--- src/rtl/ram_dual_port_be.sv ---
// Word-organised dual-port RAM with byte-lane writes, 1- or 2-stage pipelined reads,
// selectable read-during-write behaviour, out-of-range detection and a sequential clear engine.
module ram_dual_port_be #(
    parameter int WIDTH_DATA        = 16,
    parameter int DEPTH             = 8,
    parameter int WIDTH_ADDRESS     = 20,
    parameter int READ_LATENCY      = 1,
    parameter int READ_DURING_WRITE = 0
) (
    input  logic                      clock,
    input  logic                      reset,
    input  logic                      clear_start,
    output logic                      busy,
    input  logic                      write_enable,
    input  logic [WIDTH_ADDRESS-1:0]  write_address,
    input  logic [WIDTH_DATA-1:0]     write_data,
    input  logic [WIDTH_DATA/8-1:0]   write_byte_enable,
    input  logic                      read_enable,
    input  logic [WIDTH_ADDRESS-1:0]  read_address,
    output logic [WIDTH_DATA-1:0]     read_data,
    output logic                      read_valid,
    output logic                      address_error
);

    localparam int LANES = WIDTH_DATA / 8;
    localparam int IDX_W = (DEPTH > 1) ? $clog2(DEPTH) : 1;
    localparam logic [WIDTH_ADDRESS-1:0] DEPTH_ADDR = WIDTH_ADDRESS'(DEPTH);
    localparam logic [IDX_W-1:0] LAST_IDX = IDX_W'(DEPTH - 1);

    typedef enum logic [0:0] {
        ST_IDLE,
        ST_CLEAR
    } state_t;

    state_t            state_reg, state_next;
    logic [IDX_W-1:0]  count_reg, count_next;

    logic              wr_accept, rd_accept;
    logic              wr_in_range, rd_in_range;
    logic [IDX_W-1:0]  wr_idx, rd_idx;
    logic              fwd_hit;

    logic              mem_we;
    logic [IDX_W-1:0]  mem_idx;
    logic [WIDTH_DATA-1:0] mem_wdata;
    logic [LANES-1:0]  mem_be;

    logic [WIDTH_DATA-1:0] rd_lane_data;
    logic [WIDTH_DATA-1:0] rd_data_next;

    logic                  s1_valid_reg, s1_err_reg, wr_err_reg;
    logic [WIDTH_DATA-1:0] s1_data_reg;

    // Clear engine: state register and next-state logic
    always_ff @(posedge clock or negedge reset) begin
        if (!reset) begin
            state_reg <= ST_IDLE;
            count_reg <= '0;
        end else begin
            state_reg <= state_next;
            count_reg <= count_next;
        end
    end

    always_comb begin
        state_next = state_reg;
        count_next = count_reg;
        case (state_reg)
            ST_IDLE: begin
                if (clear_start) begin
                    state_next = ST_CLEAR;
                    count_next = '0;
                end
            end
            ST_CLEAR: begin
                if (count_reg == LAST_IDX) begin
                    state_next = ST_IDLE;
                    count_next = '0;
                end else begin
                    count_next = count_reg + IDX_W'(1);
                end
            end
            default: begin
                state_next = ST_IDLE;
                count_next = '0;
            end
        endcase
    end

    assign busy = (state_reg == ST_CLEAR);

    // Request qualification; range check is over the full address width
    assign wr_accept   = write_enable & ~busy;
    assign rd_accept   = read_enable & ~busy;
    assign wr_in_range = (write_address < DEPTH_ADDR);
    assign rd_in_range = (read_address < DEPTH_ADDR);
    assign wr_idx      = write_address[IDX_W-1:0];
    assign rd_idx      = read_address[IDX_W-1:0];

    assign fwd_hit = (READ_DURING_WRITE != 0) && wr_accept && wr_in_range && rd_in_range
                     && (write_address == read_address);

    // The clear engine owns the single write port while busy; user writes are dropped then
    assign mem_we    = busy | (wr_accept & wr_in_range);
    assign mem_idx   = busy ? count_reg : wr_idx;
    assign mem_wdata = busy ? '0 : write_data;
    assign mem_be    = busy ? {LANES{1'b1}} : write_byte_enable;

    genvar gi;
    generate
        for (gi = 0; gi < LANES; gi++) begin : g_lane
            logic [7:0] lane_mem [DEPTH];

            always_ff @(posedge clock) begin
                if (mem_we && mem_be[gi]) begin
                    lane_mem[mem_idx] <= mem_wdata[8*gi +: 8];
                end
            end

            // Forwarded lanes see the incoming byte, others the stored one
            assign rd_lane_data[8*gi +: 8] = (fwd_hit && write_byte_enable[gi])
                                             ? write_data[8*gi +: 8]
                                             : lane_mem[rd_idx];
        end
    endgenerate

    assign rd_data_next = rd_in_range ? rd_lane_data : '0;

    // First read stage plus write-side error flag
    always_ff @(posedge clock or negedge reset) begin
        if (!reset) begin
            s1_valid_reg <= 1'b0;
            s1_err_reg   <= 1'b0;
            wr_err_reg   <= 1'b0;
            s1_data_reg  <= '0;
        end else begin
            s1_valid_reg <= rd_accept;
            s1_err_reg   <= rd_accept & ~rd_in_range;
            wr_err_reg   <= wr_accept & ~wr_in_range;
            if (rd_accept) begin
                s1_data_reg <= rd_data_next;
            end
        end
    end

    generate
        if (READ_LATENCY == 2) begin : g_lat2
            logic                  s2_valid_reg, s2_err_reg;
            logic [WIDTH_DATA-1:0] s2_data_reg;

            always_ff @(posedge clock or negedge reset) begin
                if (!reset) begin
                    s2_valid_reg <= 1'b0;
                    s2_err_reg   <= 1'b0;
                    s2_data_reg  <= '0;
                end else begin
                    s2_valid_reg <= s1_valid_reg;
                    s2_err_reg   <= s1_err_reg;
                    if (s1_valid_reg) begin
                        s2_data_reg <= s1_data_reg;
                    end
                end
            end

            assign read_valid    = s2_valid_reg;
            assign read_data     = s2_data_reg;
            assign address_error = s2_err_reg | wr_err_reg;
        end else begin : g_lat1
            assign read_valid    = s1_valid_reg;
            assign read_data     = s1_data_reg;
            assign address_error = s1_err_reg | wr_err_reg;
        end
    endgenerate

endmodule

--- config.mk ---
export PLATFORM = sky130hd
export DESIGN_NAME = ram_dual_port_be
export DESIGN_NICKNAME = d
export VERILOG_FILES = /design/src/rtl/ram_dual_port_be.sv
export SDC_FILE = /design/constraint.sdc
export NUM_CORES = 1
export LEC_CHECK = 0
export CORE_MARGIN = 4
export CORE_UTILIZATION = 40
export CTS_CLUSTER_DIAMETER = 60
export DETAILED_ROUTE_END_ITERATION = 8
export HOLD_SLACK_MARGIN = 0.12
export MAX_ROUTING_LAYER = met4
export PLACE_DENSITY_LB_ADDON = 0.08
export SLEW_MARGIN = 25
export SYNTH_ARGS = -nofsm -noshare
export SYNTH_HDL_FRONTEND = slang
export SYNTH_SLANG_ARGS = --single-unit
--- constraint.sdc ---
create_clock -name clock -period 5.6 [get_ports clock]
set_input_delay 0.56 -clock clock [delete_from_list [all_inputs] [get_ports clock]]
set_output_delay 0.56 -clock clock [all_outputs]
set_load 0.05 [all_outputs]
==> results.md, run 1 <==
Global routing:
- The number of global-route vias before repair is 3310.
- The initial antenna violation count came to 0.
- The global routing usage summed across all routing layers is 15.80%.
- The total congestion overflow is 0.
- The first global-routing pass estimated 19.71 mm of wire.
- The largest net degree at the start of global routing is 33.

Timing:
- The largest clock skew in the final design is around 0.0065 ns.
- After layout, the worst path uses 49.27% of the clock period.
- The count of endpoints failing setup in the final report is 0.
- The max-slew violation total from the final report is 0.
- The maximum clock frequency is 362.4 MHz.
- Setup repair after global routing left no endpoint under its margin.
- The tightest hold path in the finished design has a slack of 0.4987 ns.
- Headroom to the max-slew limit came out at between 30% and 40%.
- The slew at the pin with the worst max-slew slack is between 0.9 and 1 ns.
- The post-route setup TNS is 0 ns.
- After layout, the minimum clock period comes to 2.759 ns.
- The final hold violation count is 0.

Worst setup path:
- The worst setup slack for register-to-register paths is slightly above 3 ns.
- The worst setup path is launched from a flop.
- The endpoint type of the worst setup path is an output port.
- At the worst endpoint, the arrival time is 2.20 ns.
- Of all nets on the critical path, the largest fanout is 31.
- The start-to-end type of the worst setup path is reg -> out.
- The worst path required time is between 5 and 6 ns.

Logic synthesis:
- Ranked by total cell area, the synthesized netlist is headed by edfxtp_1, mux4_1, dfrtp_1.
- The share of synthesized area in the top cell type comes to 62.10%.
- By count the netlist is led by edfxtp_1, mux4_1, dfrtp_1.
- The number of cells produced by synthesis is between 300 and 400.
- The synthesized design contains around 130 enable-type register cells.
- The mapped netlist covers 0.006190 mm2.
- Of all flip-flops after synthesis, the portion carrying an async set or reset was about 15%.
- The count of distinct cell types in the synthesized netlist is 33.
- Among all flip-flop cells after synthesis, the most frequent one is edfxtp_1.
- The average footprint of a synthesized cell is 19.46 um2.
- The synthesized net count is 383.
- The synthesis warning total is 0.
- The synthesized design spends more area on one cell type than any other, namely edfxtp_1.
- After synthesis the netlist holds a flip-flop and latch count of 151.
- Of the synthesized area, sequential elements account for a little over 70%.
- edfxtp_1 is the most common cell in the netlist.

Floorplanning:
- The die outline area is 0.01753 mm2.
- The die boundary width is roughly 130 um.
- The number of standard-cell rows in the floorplan is 45.
- The height of the die is 132.4 um.
- In this run the count of I/O pins placed on the die edge is 82.
- The starting density of the core is between 40% and 50%.
- The total core area is 0.01520 mm2.

CTS:
- Once the clock tree was built, the setup fixing pass inserted 0 buffers.
- The root buffer cell is clkbuf_16.
- The clock buffer count from CTS is 17.
- The number of hold buffers added after CTS was 0.
- The clock network latency to the later pin of the worst-skew pair is slightly above 0.4 ns.
- CTS built an H-tree with a depth of 4.
- The clock-pin slew of the registers on the worst-case setup and hold paths is 0.06 ns.
- The TritonCTS clock tree is built.
- The tree built by TritonCTS fans out to between 150 and 200 sinks.
- The number of gates resized after CTS is 0.
- No sink is reached through more buffers than the 2 on the longest clock path.

Placed design:
- The number of input and output port buffers inserted is between 80 and 90.
- At the end of routability-driven placement, the weighted congestion stood at 0.7171.
- Once detailed placement completed, the half-perimeter wirelength came to 8.676 mm.

Finish:
- For this run, the post-layout net count is 471.
- In the final layout, flip-flops and latches occupy 0.004419 mm2.
- The total area of multi-input combinational cells is 0.001664 mm2.
- The share of layout cells above drive strength 1 is 14.08%.
- The final-layout fill cell count is around 1.2k.
- From synthesis to final layout, the design area changed by 25.45%.
- The count of antenna diodes in the layout is 0.
- The number of flip-flops in the largest register is 128.

Route:
- In this run the remaining antenna-violating nets after routing total 0.
- Dividing the detail-routed wire length by the instance count gives 21.30 um.
- The DRC violation count after routing is 0.
- The first routing iteration left 155 violations.
- The first detailed-routing pass ran for 5 iterations.
- Detailed routing inserted a total of between 3k and 4k vias.
- The final layout contains routed wiring with a total length of 12.93 mm.
- The average via count per standard cell is approximately 5.3.

Power:
- In this run the power density over the cells is between 400 and 500 mW/mm2.
- Of the total power, combinational logic draws 21.0%.
- Summed over all nets, the switching power comes to 1016 uW.
- Of the total power, the clock network draws a little over 30%.
- The fraction of power consumed by sequential logic is 48.0%.
- The analysis attributes to cell leakage a power of ~0.0028 uW.
- The internal power summed over all cells is approximately 2700 uW.
- The switching power share of the total is 27.63%.
- The worst supply voltage drop on vdd is around 280 uV.

Status:
- The run finished with clean final reports.

Run:
- The number of max-cap violations is 0.

Worst hold path:
- The min-delay analysis places its worst path in the category reg -> reg.
[area by class of cell]
cell class,instances,share of cell area (%)
sequential,151,56.91
multi-input combinational,147,21.43
timing repair buffer,85,10.76
clock buffer,19,5.704
tap,188,3.029
clock inverter,13,1.966
inverter,4,0.1934
[final timing paths]
kind	end	cells past startpoint	startpoint
worst max-delay path	busy	2	busy
worst min-delay path	read_data[8]	1	read_data[8]
worst max register to register	g_lane[0].lane_mem[4][4]	4	busy
worst min register to register	read_data[8]	1	read_data[8]
max in group asynchronous	wr_err_reg	2	reset
min in group asynchronous	read_data[11]	2	reset
[cell families after synthesis]
kind of cell / after synthesis / synth area share, %
flip-flops: 151 / 71.40
AND/OR/NAND/NOR: 68 / 5.802
multiplexers: 51 / 16.88
AO/OA/AOI/OAI: 26 / 3.699
buffers and inverters: 20 / 1.819
adder cells (fa/ha/maj): 2 / 0.4042
[worst max-delay path, cell delays in order, from the launching register on]
cell             delay, ns
dfrtp_1               0.53
buf_4                 0.38
clkdlybuf4s50_1       0.87
[power by group through the flow]
stage	combinational, uW	clock, uW	sequential [uW]
floorplan	507	0	1760
global placement	779	0	1790
detailed placement	787	0	1790
CTS	791	1160	1770
global route	853	1200	1800
finish	773	1140	1770
[metal layers]
layer  GRT usage (%)  wire, um  up-vias
met3           4.198       700       17
met1           23.25      6600     1633
met4           5.716       202        0
met2           21.13      5427      113
li1                -         -     1479
met5               -         0        -
[placed cells by master, fill, tap and decap left out, types with 14 or more instances in the layout]
cell,netlist,final
edfxtp_1,128,128
clkdlybuf4s50_1,0,80
mux4_1,30,30
dfrtp_1,23,23
nor2_1,21,21
mux2_2,17,17
clkbuf_16,0,17
nor2b_1,16,16
a22o_1,16,16
nand2_1,14,14
[metrics by stage]
step	instances	setup slack (ns)	util, %	power (uW)	instance area (um2)
3_3_place_gp	575	2.344	47.16	2565	7169
3_5_place_dp	575	2.343	47.16	2578	7169
6_report	607	2.841	51.08	3678	7765
2_1_floorplan	318	3.212	-	2264	6190
5_1_grt	607	2.640	51.08	3854	7765
4_1_cts	607	2.783	51.08	3724	7765
No activity file was read; power rests on OpenSTA's default activity.
==> run 2, diff against run 1 <==
==> constraint.sdc (replaced) <==
create_clock -name clock -period 2.4 [get_ports clock]
set_input_delay 0.24 -clock clock [delete_from_list [all_inputs] [get_ports clock]]
set_output_delay 0.24 -clock clock [all_outputs]
set_load 0.05 [all_outputs]
==> run 2 against run 1 <==
Compared with the run above:
- power is 140% higher
- non-clock buffer count up 25
- global-route usage grew 0.68 points
- sequential share of layout area decreased by 1.4 points
- combinational power grew to 2.7 times the previous value
- worst hold slack got worse by 0.28 ns
- critical path type unchanged
- largest power group unchanged
==> results.md, run 2 (same netlist as run 1, synthesis figures left out) <==
Placed design:
- The placed instances occupy a cell area of 0.007386 mm2.
- Prior to clock tree synthesis, the placed netlist has a worst setup slack of -0.09594 ns.
- The HPWL after detailed placement is about 9.4 mm.
- The number of input and output port buffers inserted is between 80 and 90.
- The post-placement cell count is 600.
- The placer congestion estimate is between 0.7 and 0.8.

Worst hold path:
- The path class of the tightest hold or removal check is in -> async.

Route:
- The number of violations reported at the end of detailed-routing iteration 0 is 300.
- The total wire length is 13.28 mm.
- The first TritonRoute pass finished after 4 iterations.
- The remaining antenna violation count is 0.
- The wire length per cell is 21.01 um.
- The DRC violation count after routing is 0.
- After detailed routing, the number of vias per cell comes to 5.302.
- The routed layout has 3351 vias.

CTS:
- The TritonCTS sink count is 151.
- The TritonCTS clock tree is built.
- The tree is rooted in a clkbuf_16.
- Clock-pin slew was measured on the worst setup and hold paths at about 0.060 ns.
- The total number of H-tree levels is 4.
- The clock reaches the later pin of the worst-skew pair after 0.41 ns.
- In this run the deepest clock path goes through 2 buffers.
- Gates resized during post-CTS repair numbered 0.
- The number of setup buffers added after CTS is 0.
- Buffers inserted during clock tree synthesis total 17.
- Buffers inserted to repair hold after CTS numbered 0.

Floorplanning:
- The die boundary width is between 100 and 150 um.
- The floorplan step defined a die boundary enclosing 0.01753 mm2.
- For this design the top-level I/O count stands at roughly 80.
- The height of the die is roughly 130 um.
- The starting density of the core is 40.72%.
- The total core area is 0.01520 mm2.
- After floorplanning, the core was divided into 45 placement rows.

Global routing:
- For this run the aggregate overflow at the end of global routing stands at 0.
- The global routing usage summed across all routing layers is 16.48%.
- The number of global-route vias before repair is 3564.
- The largest net degree at the start of global routing is 33.
- The wire length of the first global-routing pass is 20.81 mm.
- The initial antenna violation count is 0.

Worst setup path:
- The setup path with the least slack is of type reg -> out.
- The worst register-to-register path has a depth of 6.
- The critical register-to-register path startpoint is busy.
- In this run the worst path has a maximum fanout of 1.
- The critical path starts at s1_err_reg.
- The worst setup slack for register-to-register paths is 0.55 ns.
- The worst setup path is captured at an output port.
- The arrival time of data at the critical path endpoint is approximately 1.9 ns.
- For the worst setup path, the data required time is 2.16 ns.
- The launching element type of the critical path is a flop.

Power:
- For this design the static power due to leakage is 0.002940 uW.
- Overall power consumption after layout is estimated at 8780 uW.
- Power spread over the standard cell area amounts to 1102 mW/mm2.
- The worst supply voltage drop on vdd is 575.2 uV.

Timing:
- Setup repair after global routing left no endpoint under its margin.
- The largest clock skew in the final design is 0.004929 ns.
- The shortest clock period the worst path allows after layout is 2.093 ns.
- The share of the clock period used by the worst path is 87.20%.
- The max-slew violation total from the final report is 0.
- For the pin with the worst max-slew slack, the measured transition is about 0.73 ns.
- The remaining max-slew budget at the tightest pin is about half.
- The worst setup margin is 0.3071 ns.
- The count of endpoints failing setup in the final report is 0.
- The final hold violation count was 0.
- For this run, the top clock speed supported by timing is 477.8 MHz.

Finish:
- The total area of multi-input combinational cells is roughly 0.0017 mm2.
- The number of nets in the finished design is slightly below 500.
- In the final layout, the share of cells above drive strength 1 is 18.24%.
- Leaving out fill and tap cells, the most frequent cell in the layout is edfxtp_1.
- The top cell types in the final layout, fill and taps aside, are edfxtp_1, clkdlybuf4s50_1, mux4_1, buf_4, dfrtp_1.
- Compared with the post-synthesis result, the final layout area differs by 28.72%.
- The design area is 0.007968 mm2.
- Counting the fill cells in the layout gives between 1k and 1.5k.
- The share of the core filled with cells in the final layout is 52.41%.
- The number of flip-flops in the largest register is 128.
- The filler-free cell count of the finished design is 632.
- Across the whole layout, storage elements account for 0.004419 mm2.
- The count of antenna diodes in the layout is 0.

Run:
- The number of max-cap violations is 0.

Status:
- The run finished with clean final reports.
==> run 2: cell count changes in the layout (fill, tap and decap cells not counted), moves of 2 or more <==
cell,before,now
buf_4,4,27
buf_12,0,3
clkbuf_1,1,3
clkinv_1,1,3
clkinvlp_4,4,2
==> run 2: metal layers <==
metal	GRT usage (%)	vias up	part of all wire (%)
met4	6.062	0	1.6
met2	22.55	120	43
met3	5.496	16	7.0
met5	-	-	0
met1	23.00	1680	48
li1	-	1535	-
==> run 2: worst paths after layout <==
kind / end
max: address_error
max in group asynchronous: read_data[7]
min reg2reg: read_data[11]
min: read_data[9]
max reg2reg: g_lane[1].lane_mem[0][2]
min in group clock: count_reg[1]
==> run 2: through the flow <==
step / hold slack (ns) / TNS, ns
2_1_floorplan: -0.05559 / 0
3_3_place_gp: 0.4869 / -4.323
3_5_place_dp: 0.4921 / -7.678
4_1_cts: 0.2144 / 0
5_1_grt: 0.2319 / 0
6_report: 0.2166 / 0
==> run 2: final cells by class <==
type | instances | share of cell area, %
sequential | 151 | 55.46
multi-input combinational | 147 | 20.81
timing repair buffer | 110 | 13.29
clock buffer | 21 | 5.653
tap | 188 | 2.952
clock inverter | 11 | 1.649
inverter | 4 | 0.1884
==> run 2: power breakdown <==
group / internal, uW / total [uW] / switching [uW]
Sequential: 3900 / 4110 / 210
Combinational: 849 / 2070 / 1220
Clock: 1640 / 2600 / 956
Total: 6400 / 8780 / 2380
==> run 2: worst max-delay path: stages, from the launching register on <==
cell and delay [ns]:
dfrtp_1 0.41, or2_2 0.32, clkdlybuf4s50_1 0.71
==> run 3, diff against run 2 <==
--- a/config.mk
+++ b/config.mk
@@ -7,9 +7,10 @@
 export LEC_CHECK = 0
 export CORE_MARGIN = 4
 export CORE_UTILIZATION = 40
+export CTS_BUF_LIST = sky130_fd_sc_hd__clkbuf_8
 export CTS_CLUSTER_DIAMETER = 60
 export DETAILED_ROUTE_END_ITERATION = 8
-export HOLD_SLACK_MARGIN = 0.12
+export HOLD_SLACK_MARGIN = 0.02
 export MAX_ROUTING_LAYER = met4
 export PLACE_DENSITY_LB_ADDON = 0.08
 export SLEW_MARGIN = 25
==> run 3 against run 2 <==
Compared with the run above:
- largest cell class unchanged
- cell count unchanged
- setup slack worse by 0.032 ns
- worst hold slack worse by 0.029 ns
- largest power group unchanged
- non-clock buffer count unchanged
==> results.md, run 3 (same netlist as run 1, synthesis figures left out) <==
CTS:
- The clock drives between 150 and 200 sinks.
- The number of hold-repair buffers added at the cts stage is 0.
- The TritonCTS clock tree is built.
- The clock network latency to the later pin of the worst-skew pair is 0.44 ns.
- The H-tree was split into 4 levels.
- The deepest clock path buffer count is 2.
- TritonCTS created 17 clock buffers.
- The number of gates resized after CTS was 0.
- The cell sitting at the root of the clock tree is a clkbuf_8.
- After clock tree synthesis, the clock-pin slew on the worst setup and hold paths is ~0.08 ns.
- The post-CTS setup buffer count is 0.

Global routing:
- The number of global-route vias before repair is 3544.
- The total congestion overflow is 0.
- The initial antenna violation count is 0.
- Entering global routing, the biggest net connects 33 pins.
- Across every metal layer, demand over resource in global routing totals between 10% and 20%.
- The first global-routing pass estimated approximately 21 mm of wire.

Worst setup path:
- The reg-to-reg endpoint is g_lane[0].lane_mem[1][4].
- Counting both buffers and inverters, the worst setup path holds a total of 1.
- The setup path with the least slack is of type reg -> out.
- Walking the worst path, the cells encountered are or2_2 -> clkdlybuf4s50_1.
- The endpoint type of the worst setup path is an output port.
- The launching element type of the critical path is a flop.
- For the worst setup path, the data arrival time is between 1.5 and 2 ns.
- The cell family contributing the most delay on the critical path is buffers and inverters.
- The largest stage delay on the critical path is 0.71 ns.
- The startpoint identified for the worst register-to-register timing path is busy.
- The worst register-to-register path has a setup slack of 0.55 ns.
- The largest fanout on the critical path is 1.
- Among all stages on the critical path, the largest delay is contributed by clkdlybuf4s50_1.
- The worst path required time is 2.16 ns.
- The worst register-to-register path has a depth of 6.

Route:
- The average via count per standard cell is 5.294.
- The DRC violation count after routing is 0.
- The number of violations reported at the end of detailed-routing iteration 0 is 249.
- The first detailed-routing pass took 4 iterations.
- The remaining antenna violation count is 0.
- The total vias in the final route is around 3.3k.
- The wire length per cell is 21.08 um.
- The total wire length is 13.32 mm.

Placed design:
- The placer congestion estimate is 0.7524.
- The count of buffers added on input and output ports is 81.
- Once placement finished, the instance area stood at 0.007386 mm2.
- The post-detailed-placement half-perimeter wirelength is between 9 and 10 mm.
- Prior to clock tree synthesis, the placed netlist has a worst setup slack of -0.09594 ns.

Timing:
- The remaining max-slew budget at the tightest pin is 51.39%.
- Setup slack on the critical path of the routed design comes to between 0.2 and 0.3 ns.
- Setup repair after global routing left no endpoint under its margin.
- The count of endpoints failing setup in the final report is 0.
- The shortest clock period the worst path allows after layout is 2.125 ns.
- The slew at the pin with the worst max-slew slack is between 0.7 and 0.8 ns.
- The maximum clock frequency is 470.5 MHz.
- The largest clock skew in the final design is 0.01136 ns.
- The worst path uses 88.56% of the clock period.
- The final hold violation count is 0.
- The max-slew violation total from the final report was 0.

Floorplanning:
- The total core area is 0.01520 mm2.
- The die outline area is 0.01753 mm2.
- The die boundary width is 132.4 um.
- The I/O pin count is 82.
- The height of the die is between 100 and 150 um.
- The starting density of the core is 40.72%.
- The number of standard-cell rows in the floorplan is 45.

Power:
- The worst supply voltage drop on vdd is between 400 and 500 uV.
- The fraction of power consumed by sequential logic is 51.0%.
- The power per cell area is 1037 mW/mm2.
- The switching power share of the total is between 20% and 30%.
- Of the total power, the clock network draws 23.5%.
- The switching power is 2292 uW.
- Combinational cells account for 25.6% of the total power.
- The internal power summed over all cells is 5774 uW.
- The analysis attributes to cell leakage a power of 0.002866 uW.

Finish:
- Fill cells in the final layout number between 1k and 1.5k.
- The register with the most flip-flops in the layout has between 100 and 150 of them.
- Compared with the post-synthesis result, the final layout area differs by 25.63%.
- Leaving out fill and tap cells, the most frequent cell in the layout is edfxtp_1.
- The design area is 0.007776 mm2.
- The number of nets in the finished design is 496.
- The share of layout cells above drive strength 1 is 18.24%.
- The library cells used most frequently in the layout, excluding fill and tap cells, are edfxtp_1, clkdlybuf4s50_1, mux4_1, buf_4, dfrtp_1.
- The count of antenna diodes in the layout is 0.

Status:
- The run finished with clean final reports.

Worst hold path:
- In this run the worst hold path is classified as in -> async.

Run:
- The number of max-cap violations is 0.
-- run 3: changes by cell type in the layout (fill, tap and decap cells not counted) --
cell and delta:
clkbuf_1 -3, clkbuf_16 -17, clkbuf_8 +17, inv_1 +3
-- run 3: worst max path at each step --
| stage | from | end | slack (ns) | depth (start not counted) |
|---|---|---|---|---|
| 2_1_floorplan | busy | g_lane[0].lane_mem[2][0] | 0.15 | 6 |
| 3_3_place_gp | write_address[19] | g_lane[1].lane_mem[6][2] | -0.06 | 6 |
| 3_5_place_dp | write_address[19] | g_lane[1].lane_mem[2][5] | -0.1 | 6 |
| 4_1_cts | s1_err_reg | address_error | 0.24 | 2 |
| 5_1_grt | s1_err_reg | address_error | 0.23 | 2 |
| 6_report | s1_err_reg | address_error | 0.27 | 2 |
-- run 3: stage by stage --
step | utilization (%) | hold WS, ns | std cells | setup TNS [ns] | power [uW]
after CTS | 51.15 | 0.1708 | 632 | 0 | 8169
after global routing | 51.15 | 0.1931 | 632 | 0 | 8515
final | 51.15 | 0.1876 | 632 | 0 | 8067
after global placement | 48.58 | 0.4869 | 600 | -4.323 | 6198
after floorplan | - | -0.05559 | 318 | 0 | 5283
after detailed placement | 48.58 | 0.4921 | 600 | -7.678 | 6274
-- run 3: layout make-up --
type                    count  area [um2]  share of cell area (%)
inverters                   4       15.01                  0.1931
clock inverters            14       142.6                   1.834
repair buffers            110        1059                   13.61
multi-input cells         147        1658                   21.32
well taps                 188       235.2                   3.025
flip-flops and latches    151        4419                   56.83
clock buffers              18       247.7                   3.186
-- run 3: per-layer routing --
metal / global-route usage (%) / wire length (um)
met5: - / 0
met4: 5.716 / 129
met3: 5.267 / 1028
met2: 22.49 / 5908
met1: 22.69 / 6256
-- run 3: worst reg2reg max path: stages (launching register included) --
cell      delay, ns
dfrtp_1        0.52
buf_4          0.28
nand2b_1       0.08
o32ai_1        0.16
nand2_1        0.18
nor2_1         0.13
buf_4          0.20
-- run 3: power by group through the flow --
| stage | logic (uW) | clock network (uW) | registers [uW] |
|---|---|---|---|
| floorplan | 1180 | 0 | 4100 |
| detailed placement | 2100 | 0 | 4170 |
| global route | 2270 | 2070 | 4180 |
| global placement | 2030 | 0 | 4170 |
| finish | 2060 | 1890 | 4110 |
| CTS | 2110 | 1940 | 4120 |
